File: src/rtl/calc_sequencer.sv
// Keypad calculator sequencer: operand entry, ALU start/done handshake and display selection.
// Keys act only on the rising edge of key_valid; all outputs are registered.
module calc_sequencer #(
  parameter int unsigned DIGITS = 4
) (
  input  logic                clk,
  input  logic                reset,
  input  logic                key_valid,
  input  logic [3:0]          key_code,
  output logic                alu_start,
  output logic [1:0]          alu_op,
  output logic [4*DIGITS-1:0] alu_a,
  output logic [4*DIGITS-1:0] alu_b,
  input  logic                alu_done,
  input  logic [4*DIGITS-1:0] alu_result,
  input  logic                alu_err,
  output logic [4*DIGITS-1:0] disp_value,
  output logic                disp_err,
  output logic [2:0]          digit_count,
  output logic [2:0]          state_dbg
);

  localparam int unsigned W = 4 * DIGITS;
  localparam logic [2:0] MAX_CNT = 3'(DIGITS);

  typedef enum logic [2:0] {
    ENTER_A  = 3'd0,
    ENTER_B  = 3'd1,
    START    = 3'd2,
    WAIT_ALU = 3'd3,
    SHOW     = 3'd4,
    ERROR    = 3'd5,
    ABORT    = 3'd6
  } state_e;

  state_e         state_q, state_d;
  logic [W-1:0]   a_q, a_d, b_q, b_d, res_q, res_d, disp_q, disp_d;
  logic [1:0]     op_q, op_d;
  logic [2:0]     cnt_q, cnt_d;
  logic           kprev_q, start_q, start_d, derr_q, derr_d;
  logic           key_ev, is_digit, is_op, is_clr, is_eq, clr_now;
  logic [1:0]     key_op;

  assign key_ev   = key_valid & ~kprev_q;
  assign is_digit = (key_code <= 4'd9);
  assign is_op    = (key_code == 4'hA) || (key_code == 4'hB) || (key_code == 4'hC);
  assign is_clr   = (key_code == 4'hD);
  assign is_eq    = (key_code == 4'hE);
  assign key_op   = 2'(key_code - 4'hA);

  always_comb begin
    state_d = state_q;
    a_d     = a_q;
    b_d     = b_q;
    res_d   = res_q;
    op_d    = op_q;
    cnt_d   = cnt_q;
    clr_now = 1'b0;
    case (state_q)
      ENTER_A, ENTER_B: begin
        if (key_ev) begin
          if (is_clr) begin
            clr_now = 1'b1;
          end else if (is_digit) begin
            if (cnt_q < MAX_CNT) begin
              if (state_q == ENTER_A) a_d = {a_q[W-5:0], key_code};
              else                    b_d = {b_q[W-5:0], key_code};
              cnt_d = cnt_q + 3'd1;
            end
          end else if (is_op) begin
            if (state_q == ENTER_A) begin
              op_d    = key_op;
              cnt_d   = '0;
              state_d = ENTER_B;
            end else if (cnt_q == '0) begin
              op_d = key_op;
            end
          end else if (is_eq && state_q == ENTER_B) begin
            state_d = START;
          end
        end
      end
      // The request is already on the wire in START, so a clear here must drain it via ABORT.
      START:    state_d = (key_ev && is_clr) ? ABORT : WAIT_ALU;
      WAIT_ALU: begin
        if (alu_done) begin
          if (key_ev && is_clr) begin
            clr_now = 1'b1;
          end else if (alu_err) begin
            state_d = ERROR;
          end else begin
            res_d   = alu_result;
            state_d = SHOW;
          end
        end else if (key_ev && is_clr) begin
          state_d = ABORT;
        end
      end
      SHOW: begin
        if (key_ev) begin
          if (is_clr) begin
            clr_now = 1'b1;
          end else if (is_digit) begin
            a_d     = {{(W-4){1'b0}}, key_code};
            b_d     = '0;
            cnt_d   = 3'd1;
            state_d = ENTER_A;
          end else if (is_op) begin
            a_d     = res_q;
            b_d     = '0;
            op_d    = key_op;
            cnt_d   = '0;
            state_d = ENTER_B;
          end
        end
      end
      ERROR:   if (key_ev && is_clr) clr_now = 1'b1;
      ABORT:   if (alu_done) clr_now = 1'b1;
      default: state_d = ENTER_A;
    endcase

    if (clr_now) begin
      a_d     = '0;
      b_d     = '0;
      op_d    = '0;
      cnt_d   = '0;
      state_d = ENTER_A;
    end

    start_d = (state_d == START);
    derr_d  = (state_d == ERROR);
    case (state_d)
      ENTER_A:                 disp_d = a_d;
      ENTER_B:                 disp_d = (cnt_d != '0) ? b_d : a_d;
      START, WAIT_ALU, ABORT:  disp_d = b_d;
      SHOW:                    disp_d = res_d;
      default:                 disp_d = '0;
    endcase
  end

  always_ff @(posedge clk) begin
    if (reset) begin
      state_q <= ENTER_A;
      a_q     <= '0;
      b_q     <= '0;
      res_q   <= '0;
      op_q    <= '0;
      cnt_q   <= '0;
      kprev_q <= 1'b0;
      start_q <= 1'b0;
      derr_q  <= 1'b0;
      disp_q  <= '0;
    end else begin
      state_q <= state_d;
      a_q     <= a_d;
      b_q     <= b_d;
      res_q   <= res_d;
      op_q    <= op_d;
      cnt_q   <= cnt_d;
      kprev_q <= key_valid;
      start_q <= start_d;
      derr_q  <= derr_d;
      disp_q  <= disp_d;
    end
  end

  assign alu_start   = start_q;
  assign alu_op      = op_q;
  assign alu_a       = a_q;
  assign alu_b       = b_q;
  assign disp_value  = disp_q;
  assign disp_err    = derr_q;
  assign digit_count = cnt_q;
  assign state_dbg   = state_q;

endmodule

File: config.mk
export PLATFORM = sky130hd
export DESIGN_NAME = calc_sequencer
export DESIGN_NICKNAME = d
export VERILOG_FILES = /design/src/rtl/calc_sequencer.sv
export SDC_FILE = /design/constraint.sdc
export NUM_CORES = 1
export LEC_CHECK = 0
export ABC_AREA = 1
export CORE_MARGIN = 1
export CORE_UTILIZATION = 65
export CTS_CLUSTER_SIZE = 25
export DETAILED_ROUTE_END_ITERATION = 8
export DONT_BUFFER_PORTS = 1
export PLACE_DENSITY_LB_ADDON = 0.12
export SYNTH_ARGS = -nofsm -noshare
export SYNTH_HDL_FRONTEND = slang
export SYNTH_SLANG_ARGS = --single-unit
File: constraint.sdc
create_clock -name clk -period 4.1 [get_ports clk]
set_clock_uncertainty 0.1 [all_clocks]
set_input_delay 1.025 -clock clk [delete_from_list [all_inputs] [get_ports clk]]
set_output_delay 1.025 -clock clk [all_outputs]
set_load 0.02 [all_outputs]
-- After elaboration in Yosys (flattened, before gate mapping)
Index checks and enable logic that the tools add are counted.
W data, S select, Z words.
- RAM bits: 0
- bits in latches: 0
- logic and storage cells: 131
- memories: 0
- ROM bits: 0
- register bits after elaboration: 75
- divide/modulo/power cells: 0
- shifts and indexed selects: 0
- multiply operators: 0
- mux-type cells: 74
- $lt $le $gt $ge: 2
- $add $sub $neg: 2
- bitwise gates (word level): 2
- equal/unequal tests: 26
- reduce and logical (&&, ||, !) cells: 15
- operators with widths (cell ; count):
    $mux W16 ; 25
    $mux W3 ; 26
    $pmux W16 S2 ; 2
    $pmux W16 S4 ; 1
    $eq A4 B4 Y1 const B ; 5
    $mux W2 ; 10
    $eq A3 B3 Y1 const B ; 6
    $ne A2 B2 Y1 const B ; 8
    $pmux W3 S5 ; 1
    $eq A3 B2 Y1 const B ; 4
    $reduce_and A10 Y1 ; 1
    $logic_not A3 Y1 ; 3
    $eq A3 B1 Y1 const B ; 2
    $mux W1 ; 6
    $pmux W3 S2 ; 1
    $reduce_or A2 Y1 ; 3
    $reduce_or A3 Y1 ; 2
    $le A4 B4 Y1 const B ; 1
    $pmux W1 S4 ; 1
    $pmux W2 S2 ; 1
    $add A3 B1 Y3 const B ; 1
    $lt A3 B3 Y1 const B ; 1
    $ne A3 B3 Y1 const B ; 1
    $reduce_bool A3 Y1 ; 1
    6 further kinds ; 8

-- Logic depth before layout (Yosys ltp)
- word-level depth: 12
- mapped depth: 18
- depth with buffers taken out: 17

-- Worst setup path before layout
Ideal clock, no wire load.
- path type: input-to-reg
- from: input port key_valid
- to: register disp_q[14] (netlist: disp_value[14])
- arrival time: 2493 ps
- cell stages on the path: 16
- required time: 3891 ps
- buffers on the path: 1
- path slack: 1398 ps
- cells stage by stage: inv_2 -> nor2_4 -> inv_2 -> nor2_4 -> nand2_4 -> o21bai_2 -> nand2_1 -> a21oi_4 -> nand2_4 -> buf_6 -> nand3_2 -> nand2_1 -> nand2_1 -> nand3_1 -> nand2_1 -> inv_1
- cells in the longest elaborated chain, start to end: 9
- elaborated cells on any way between the ends: 39
- classes of those cells: eq/ne (5); mux (29); bitwise (1); reduce/logical (4)
- ends and longest elaborated chain (what ; line ; text):
    start: declaration ; 8 ; input logic key_valid,
    $and A1 B1 Y1 (*) ; 44 ; assign key_ev = key_valid & ~kprev_q;
    $logic_and A1 B1 Y1 ; -- ;
    $mux W3, or another cell as far along ; 95 ; end else if (key_ev && is_clr) begin
    $mux W3 / $mux W1 (equally long branches) ; 86 ; if (alu_done) begin
    $pmux W3 S5 / $pmux W1 S4 (equally long branches) ; 59 ; case (state_q)
    $mux W3 ; 122 ; if (clr_now) begin
    $eq A3 B2 Y1, or another cell as far along ; 132 ; case (state_d)
    $reduce_or A3 Y1 / $mux W16 (equally long branches) ; 132, 134 ;
    $pmux W16 S4 (*) ; 132 ;
    end signal: assignment ; 163 ; disp_q <= disp_d;
    end: declaration ; 37 ; logic [W-1:0] a_q, a_d, b_q, b_d, res_q, res_d, disp_q, disp_d;
Every way passes the cells marked *; elsewhere a longest branch is shown, timed or not.
A chain may end at the register's enable or synchronous reset.

-- Worst setup path after layout
- from: register state_q[1] (netlist: state_dbg[1])
- to: register disp_q[0] (netlist: disp_value[0])
- cells in the longest elaborated chain, start to end: 12
- elaborated cells on any way between the ends: 59
- classes of those cells: eq/ne (11); mux (40); reduce/logical (8)
- ends and longest elaborated chain (what ; line ; text):
    start: declaration ; 36 ; state_e state_q, state_d;
    start signal: assignment ; 154 ; state_q <= state_d;
    $eq A3 B1 Y1 ; 59, 78 ;
    $logic_and A1 B1 Y1 ; 78 ; end else if (is_eq && state_q == ENTER_B) begin
    $mux W3 ; 78 ;
    $mux W3 ; 70 ; end else if (is_op) begin
    $mux W3 ; 64 ; end else if (is_digit) begin
    $mux W3 ; 62 ; if (is_clr) begin
    $mux W3 ; 61 ; if (key_ev) begin
    $pmux W3 S5 ; 59 ;
    $mux W3 ; 122 ;
    $eq A3 B2 Y1 / $eq A3 B3 Y1 (equally long branches) ; 132 ;
    $reduce_or A3 Y1 ; 132 ;
    $pmux W16 S4 (*) ; 132 ;
Marks and branches as above.

==> impl_results.md <==
- Vias per inst: 6.04
- Yosys warns: 0
- Slew HR: 35.4%
- Horiz. Die Dim: about 90 um
- IO Port Bufs: 0
- PostCTS Resize Cnt: 0
- # IOs: 83
- Synthesized area per cell: 6.07 um2
- Max-slew violation count: 0
- Multi-input logic area: 2990 um2
- Clock transition at path regs: approximately 0.090 ns
- Leak pwr: 2.72 nW
- H-tree depth: 3
- Startpoint Class: flop
- Switching share of power: 32.3%
- CTS tree: yes
- Synth area leaders: dfxtp_1, nand2_1, inv_1, nand3_1, nor2_1
- Unrepaired setup endpoints after global routing: false
- Post-synth ARST share: 0%
- Sequential cell area: 1500 um2
- Dominant synthesized flop cell: dfxtp_1
- Status: completed
- Final Net Count: 871
- ANT cells: 0
- Hold Path Class: reg2reg
- Max-cap viol count: 0
- Row count: 32
- Final setup violation count: 0
- CTS max path bufs: 2
- RD Place Congestion: around 0.95
- Pwr/cell area: 322 nW/um2
- Drt first-iter violations: approximately 570
- Worst-Margin Slew: 0.969 ns
- DRC: 0
- Reg power frac: around 46%
- Largest net degree at the start of global routing: 35
- DP HPWL: 12.1 mm
- Post-synth EDFFs: 0
- GRT Residual Overflow: 0
- Syn nets: 894
- Data required, critical path: 4.31 ns
- Clock latency on the worst-skew pair: approximately 0.36 ns
- Final Cell Area: 5470 um2
- Met3 WL post-DR: ~2 mm
- Detailed-route via count: 5,747
- Starting density of the core: 67.8%
- Crit Path Max Fanout: 23
- Highest routed layer: met4
- Synthesis-to-finish area growth: 3.99%
- Post-CTS setup buffers: 0
- TNS Setup: 0 ns
- WS Path Type: reg2reg
- Antenna-violating nets left: 0
- Top-area cell type share of the netlist area: 28.5%
- Drt total wl: 16.6 mm
- Final period utilization: 77.9%
- Fmax: ~310 MHz
- Max IR drop VDD: 0.221 mV
- CP Data Arrival Time: 3.41 ns
- Layout cells sized above 1: 9.66%
- PnR worst setup slack: 0.905 ns
- Metal-1 WL: 6.71 mm
- Placed Instance Area: 5260 um2
- Fillcell total: between 600 and 700
- Min cycle time layout: 3.19 ns
- Vias in the first global route: around 5,200
- Internal: 0.00119 W
- Die Height: 92.0 um
- Routed length per instance: roughly 17 um
- P_sw: ~0.00057 W
- Antenna violations before repair: 0
- Hold Buf Count CTS: 0
- Sink Count: 75
- Overall die area: 8460 um2
- CTS Root Cell: clkbuf_8
- Combinational Power Share: 16.8%
- Yosys top cell by area: dfxtp_1
- #FFs+latches synth: 75
- Yosys cell types: 37
- Wire length on met2: 7.26 mm
- Pre-CTS setup slack: ~0.68 ns
- Register area share after synthesis: 28.5%
- Cells after Synth: about 870
- First-pass GRT wire length: 26.3 mm
- Clk network pwr share: 36.8%
- Tot Pwr: 0.00176 W
- Synth Cell Area: 5260 um2
- Core Footprint: 7770 um2
- GRT Util Overall: 40.1%
- Setup crit end kind: flop
- Initial DRT Pass Iterations: 6
- Fin. Hold Viols: 0
- CTS buffer count: 9
==> cell usage after synthesis (2+ instances only) <==
cell type and n:
nor2_1 82, nand3b_1 2, nor2_8 2, nor2_2 3, o21a_1 16, inv_2 11
nand2_1 228, nor3_1 3, nand2_4 5, nand3_1 92, inv_1 134, ha_1 2
a21oi_1 41, buf_4 4, o21ai_1 3, nand2_2 8, nand3_2 12, clkbuf_1 15
dfxtp_1 75, nor2_4 7, buf_6 2, buf_1 5, o21ai_0 15, o21ai_2 3
a21boi_1 2, nand4_1 48, buf_2 20, nor4_1 11, a31oi_1 4, o22ai_1 5
==> registers in the layout (all words and copies together), names as in the netlist <==
register     cells
alu_b           16
disp_value      16
res_q           16
kprev_q          1
digit_count      3
alu_op           2
disp_err         1
alu_a           16
state_dbg        3
alu_start        1
==> power by group through the flow <==
stage,combinational [W],clock (W),sequential (W)
floorplan,0.000232,0,0.000827
global placement,0.000279,0,0.000835
detailed placement,0.000285,0,0.000835
CTS,0.000287,0.000651,0.000818
global route,0.000327,0.000684,0.000821
finish,0.000296,0.000649,0.000818
==> cell families (layout without fill, tap and decap cells) <==
logic type	after synthesis	after routing	share of synthesized area, %
compound gates	94	94	10.8
fa+ha+maj	2	2	0.475
buf+inv	192	174	14.7
flops	75	75	28.5
simple gates	504	504	45.5
==> final cells by class <==
| class | instances | share of cell area (%) |
|---|---|---|
| tap | 102 | 2.33 |
| clock buffer | 10 | 2.33 |
| clock inverter | 6 | 1.65 |
| inverter | 146 | 10.0 |
| timing repair buffer | 12 | 1.65 |
| multi-input combinational | 600 | 54.6 |
| sequential | 75 | 27.4 |
==> worst max-delay path: stages (launching register included) <==
cell and delay [ns]:
dfxtp_1 0.49, nor2_4 0.48, nor2_1 0.22, inv_2 0.36, nand2_2 0.33, nand2_1 0.15
nand3_1 0.15, nor2_4 0.15, buf_4 0.24, nand4_1 0.10, nand2_1 0.08, nand2_1 0.05
nand3_1 0.10, nand2_1 0.08, inv_1 0.06
==> metal layers <==
layer | vias up | track usage (%)
li1 | 2725 | -
met5 | - | 0
met2 | 376 | 60.6
met4 | 0 | 18.9
met1 | 2598 | 53.0
met3 | 48 | 10.5
==> final timing paths <==
kind	start	to	slack, ns	depth (start not counted)
max	state_dbg[1]	disp_value[0]	0.91	14
max reg2reg	state_dbg[1]	disp_value[0]	0.91	14
min reg2reg	alu_op[1]	alu_op[1]	0.47	2
min	alu_op[1]	alu_op[1]	0.47	2
==> layout by cell type (no fill, tap or decap), types with 2 or more instances in the layout <==
master / n
a21boi_1: 2
a21oi_1: 41
a31oi_1: 4
buf_4: 12
bufinv_16: 2
clkbuf_8: 9
clkinv_4: 2
dfxtp_1: 75
ha_1: 2
inv_1: 134
inv_2: 11
nand2_1: 228
nand2_2: 8
nand2_4: 5
nand3_1: 92
nand3_2: 12
nand3b_1: 2
nand4_1: 48
nor2_1: 81
nor2_2: 4
nor2_4: 7
nor2_8: 2
nor3_1: 3
nor4_1: 11
o21a_1: 16
o21ai_0: 15
o21ai_1: 3
o21ai_2: 3
o22ai_1: 5
==> per-stage QoR <==
stage	hold slack [ns]	cells	utilization, %
after floorplan	0.408	867	-
after global placement	0.450	935	67.7
after detailed placement	0.464	935	67.7
after CTS	0.477	951	70.5
after global routing	0.504	951	70.5
final	0.474	951	70.5
Note: power is estimated with default switching activity, not from simulation.
==> edit 1: new RTL, same flow settings <==
Take the reset off `a_q`, `b_q` and `res_q` and load them in a clocked block of their own.
--- a/src/rtl/calc_sequencer.sv
+++ b/src/rtl/calc_sequencer.sv
@@ -141,9 +141,6 @@
   always_ff @(posedge clk) begin
     if (reset) begin
       state_q <= ENTER_A;
-      a_q     <= '0;
-      b_q     <= '0;
-      res_q   <= '0;
       op_q    <= '0;
       cnt_q   <= '0;
       kprev_q <= 1'b0;
@@ -152,9 +149,6 @@
       disp_q  <= '0;
     end else begin
       state_q <= state_d;
-      a_q     <= a_d;
-      b_q     <= b_d;
-      res_q   <= res_d;
       op_q    <= op_d;
       cnt_q   <= cnt_d;
       kprev_q <= key_valid;
@@ -162,6 +156,12 @@
       derr_q  <= derr_d;
       disp_q  <= disp_d;
     end
+  end
+
+  always_ff @(posedge clk) begin
+    a_q   <= a_d;
+    b_q   <= b_d;
+    res_q <= res_d;
   end
 
   assign alu_start   = start_q;
Formal check against the unedited RTL: not equivalent (Yosys sat finds a counterexample within 4 cycles, from zero or initial values and one cycle with reset high).
==> edit 1 against the unedited design <==
- global-route usage rose by 0.55 points
- cell count fell by 18%
- wire length fell by 18%
- final area fell by 17%
- synthesized area fell by 18%
- die area fell by 17%
- setup slack got worse by 0.057 ns
- sequential cell count did not move
- sequential power rose by 30%
- total power rose by 24%
- critical endpoint is now disp_value[2]
- highest routed layer unchanged
==> edit 1: results (changes against the unedited design) <==
worst_hold_path:
  path_type_of_the_worst_min_delay_path: "reg2reg"
  min_delay_path_depth: 2  # unchanged
placed_design:
  placement_stage_cell_area_sq_mm: 0.00435  # -17%
  gp_congestion: 0.980  # +3.2%
  dp.final_hpwl_um: 9900  # -19%
  buffer_ports.inserted: 0  # unchanged
routing:
  drt-met1-wl_um: 5590  # -17%
  drt-initial-drc-count: 513  # -9.2%
  detailroute.via_count: 4641  # -19%
  wl_met3_um: 1850  # -7.1%
  detailroute.wirelength.met2_um: 5880  # -19%
  top_layer: "met4"
  routed_wirelength_um: 13600  # -18%
  drt_first_pass_iters: 6  # unchanged
clocking:
  clockRootBuffer: "sky130_fd_sc_hd__clkbuf_8"
  ctsLongestPathBuffers: 2  # unchanged
  clk_latency_ns: 0.36  # about the same
  tritoncts_buffer_count: 9  # unchanged
  clk_pin_slew_ns: 0.09  # about the same
  cts_htree_levels: 3  # unchanged
  post_cts.repair.setup_buffers: 0  # unchanged
  postCtsResizedCells: 0  # unchanged
yosys:
  fraction_of_the_mapped_netlist_area_in_compound_gates_pct: 10.2  # -0.56 points
  synthTopCellsByArea: "sky130_fd_sc_hd__dfxtp_1 35%, sky130_fd_sc_hd__nand2_1 23%, sky130_fd_sc_hd__nand3_1 8.0%, sky130_fd_sc_hd__inv_1 7.3%, sky130_fd_sc_hd__nor2_1 4.0%"
  synth.area.mux_share_pct: 0  # unchanged
  synth.cells.most_frequent: "263 x sky130_fd_sc_hd__nand2_1, 84 x sky130_fd_sc_hd__inv_1, 75 x sky130_fd_sc_hd__dfxtp_1"
  synthXorXnorAreaFrac_pct: 0  # unchanged
  mappedNetlistNets: 732  # -18%
  yosysUniqueCellTypes: 32  # -14%
  synthArstFlopShare_pct: 0  # unchanged
  fraction_of_the_mapped_netlist_area_in_adder_cells_pct: 0.577  # +0.10 points
  synth_top_flop_cell: "sky130_fd_sc_hd__dfxtp_1"
  synth_edf_count: 0  # unchanged
  ys_warn_count: 0  # unchanged
  synth_seq_area_share_pct: 34.6  # +6.1 points
finish:
  diodes: 0  # unchanged
  fraction_of_layout_instances_using_a_drive_strength_above_1_pct: 9.73  # +0.070 points
  nets: 722  # -17%
grt:
  groute.layer.met3.usage_pct: 11.5  # +0.94 points
  number_of_global_route_vias_before_repair: 4340  # -17%
  antenna_found_initial: 0  # unchanged
  grt_util_met2_pct: 60.6  # about the same
  globalRouteMet1Util_pct: 56.0  # +2.9 points
  gr-usage-all-layers_pct: 40.6  # +0.55 points
  grt_max_degree: 33  # -5.7%
  wire_length_of_the_first_global_routing_pass_um: 22200  # -16%
power:
  power_leakage_nw: 2.35  # -14%
  largest_voltage_drop_on_the_vdd_net_uv: 412  # +86%
worst_setup_path:
  worst-path-max-fanout: 13  # -43%
  ff2ff_path_depth: 14  # unchanged
  critical_path.max_stage_delay_ns: 0.59  # +0.10 ns
  cpMaxStageDelayCell: "sky130_fd_sc_hd__dfxtp_1"
  worstPathArrival_ns: 3.45  # +0.04 ns
run_status:
  status: "complete, no violations"
sta:
  maxSlewHeadroom_pct: 50.8  # +15 points
[edit 1: cell types whose count changed after synthesis, sizes merged, moves of 5 or more]
cell,unedited run,this run
nor4,11,0
nand2,241,276
nand4,48,20
clkbuf,15,9
o21ai,21,33
o21a,16,0
inv,145,93
nand3,104,69
buf,31,18
a21oi,42,37
nor2,94,58
[edit 1: worst paths after layout]
| check | from | endpoint | slack [ns] |
|---|---|---|---|
| max | state_dbg[2] | disp_value[2] | 0.85 |
| min | res_q[3] | res_q[3] | 0.42 |
| max reg2reg | state_dbg[2] | disp_value[2] | 0.85 |
| min reg2reg | res_q[3] | res_q[3] | 0.42 |
[edit 1: cell type report]
type | count | area [sq um]
Clock buffer | 10 | 128
Clock inverter | 5 | 86.3
Fill cell | 526 | 1820
Inverter | 94 | 355
Multi-Input combinational cell | 509 | 2350
Sequential cell | 75 | 1500
Tap cell | 77 | 96.3
Timing Repair Buffer | 6 | 45.0
[edit 1: through the flow]
step | instances | worst slack [ns] | total power [mW] | hold slack (ns) | util [%]
3_5_place_dp | 761 | 0.708 | 1.53 | 0.402 | 68.1
3_3_place_gp | 761 | 0.725 | 1.52 | 0.401 | 68.1
2_1_floorplan | 705 | 1.29 | 1.40 | 0.355 | -
4_1_cts | 776 | 0.966 | 2.15 | 0.417 | 71.5
5_1_grt | 776 | 0.595 | 2.27 | 0.443 | 71.5
6_report | 776 | 0.848 | 2.18 | 0.420 | 71.5
[edit 1: where the power goes]
group	switching [mW]	internal, mW
sequential	0.217	0.844
combinational	0.322	0.156
clock	0.296	0.344
[edit 1: critical path, delay by kind of cell, from the launching register on]
kind                   cells  cell delay, ns
AND/OR/NAND/NOR            9            1.62
flip-flops                 1            0.59
AO/OA/AOI/OAI              2            0.59
buffers and inverters      3            0.27
==> edit 2: new RTL, same flow settings <==
Made on the original files. Change the parameter `DIGITS` from 4 to 5.
--- a/src/rtl/calc_sequencer.sv
+++ b/src/rtl/calc_sequencer.sv
@@ -1,7 +1,7 @@
 // Keypad calculator sequencer: operand entry, ALU start/done handshake and display selection.
 // Keys act only on the rising edge of key_valid; all outputs are registered.
 module calc_sequencer #(
-  parameter int unsigned DIGITS = 4
+  parameter int unsigned DIGITS = 5
 ) (
   input  logic                clk,
   input  logic                reset,
Interface: changed (resized alu_a, alu_b, alu_result and disp_value); port bits go from 83 to 99. No check against the original RTL was run, so the function may have changed too.
==> edit 2 against the unedited design <==
- synthesized cell count is 5.1% higher
- synthesized area is 4.6% higher
- final area grew 4.5%
- total power grew 2.8%
- largest cell class unchanged
- utilization shrank 0.85 points
- setup slack lost 0.34 ns
- wire length shrank 1.5%
- sequential cell count rose by 16
- largest power group unchanged
==> edit 2: results (changes against the unedited design) <==
worst_setup_path:
  worst-path-max-fanout: 21  # -8.7%
  crit_path_start: "key_valid"
  ff2ff_path_depth: 11  # -3
  r2r-start: "state_dbg[2]"
  ff2ff_setup_slack_ns: 0.65  # -0.26 ns
  crit_type: "in2reg"
  critical_path.max_stage_delay_ns: 0.59  # +0.10 ns
run_status:
  status: "complete, no violations"
grt:
  groute.layer.met3.usage_pct: 12.4  # +1.8 points
  grt_util_met2_pct: 57.2  # -3.5 points
  globalRouteMet1Util_pct: 52.6  # -0.45 points
  number_of_global_route_vias_before_repair: 5160  # -1.5%
  gr-usage-all-layers_pct: 38.4  # -1.7 points
worst_hold_path:
  worstHoldStart: "res_q[13]"
  timing.hold.worst_endpoint: "res_q[13]"
routing:
  detailroute.via_count: 5863  # +2.0%
power:
  power_leakage_nw: 2.74  # +0.85%
sta:
  holdWs_ns: 0.446  # -0.0273 ns
  crit_share_post_route_pct: 86.2  # +8.3 points
placed_design:
  gp_congestion: 1.01  # +6.1%
  place_worst_setup_slack_ns: 0.292  # -0.386 ns
  post-place-cells: 980  # +4.8%
finish:
  fill_cells: 721  # +4.5%
yosys:
  yosysUniqueCellTypes: 31  # -16%
  fraction_of_the_mapped_netlist_area_in_adder_cells_pct: 0.454  # -0.021 points
  synth_cells: 911  # +5.1%
edit 2: worst min-delay path: stages (launching register included):
cell	delay, ns
sky130_fd_sc_hd__dfxtp_1	0.31
sky130_fd_sc_hd__inv_1	0.06
sky130_fd_sc_hd__nand2_1	0.05
sky130_fd_sc_hd__inv_1	0.06
sky130_fd_sc_hd__nor3_1	0.04
edit 2: per-layer routing:
layer | wire length [um] | up-vias
met2 | 6930 | 368
li1 | - | 2835
met1 | 6930 | 2624
met5 | 0 | -
met4 | 351 | 0
met3 | 2110 | 36
edit 2: final cells by class:
cell class / instances / area, sq um / area share, %
multi-input cells: 632 / 2930 / 51.2
flip-flops and latches: 91 / 1820 / 31.8
inverters: 140 / 526 / 9.19
well taps: 105 / 131 / 2.30
clock buffers: 10 / 128 / 2.23
clock inverters: 6 / 93.8 / 1.64
repair buffers: 12 / 90.1 / 1.57
edit 2: where the power goes:
part	internal [mW]	total, mW	switching [mW]
clock network	0.350	0.686	0.336
registers	0.897	0.927	0.0301
logic	0.0541	0.199	0.145
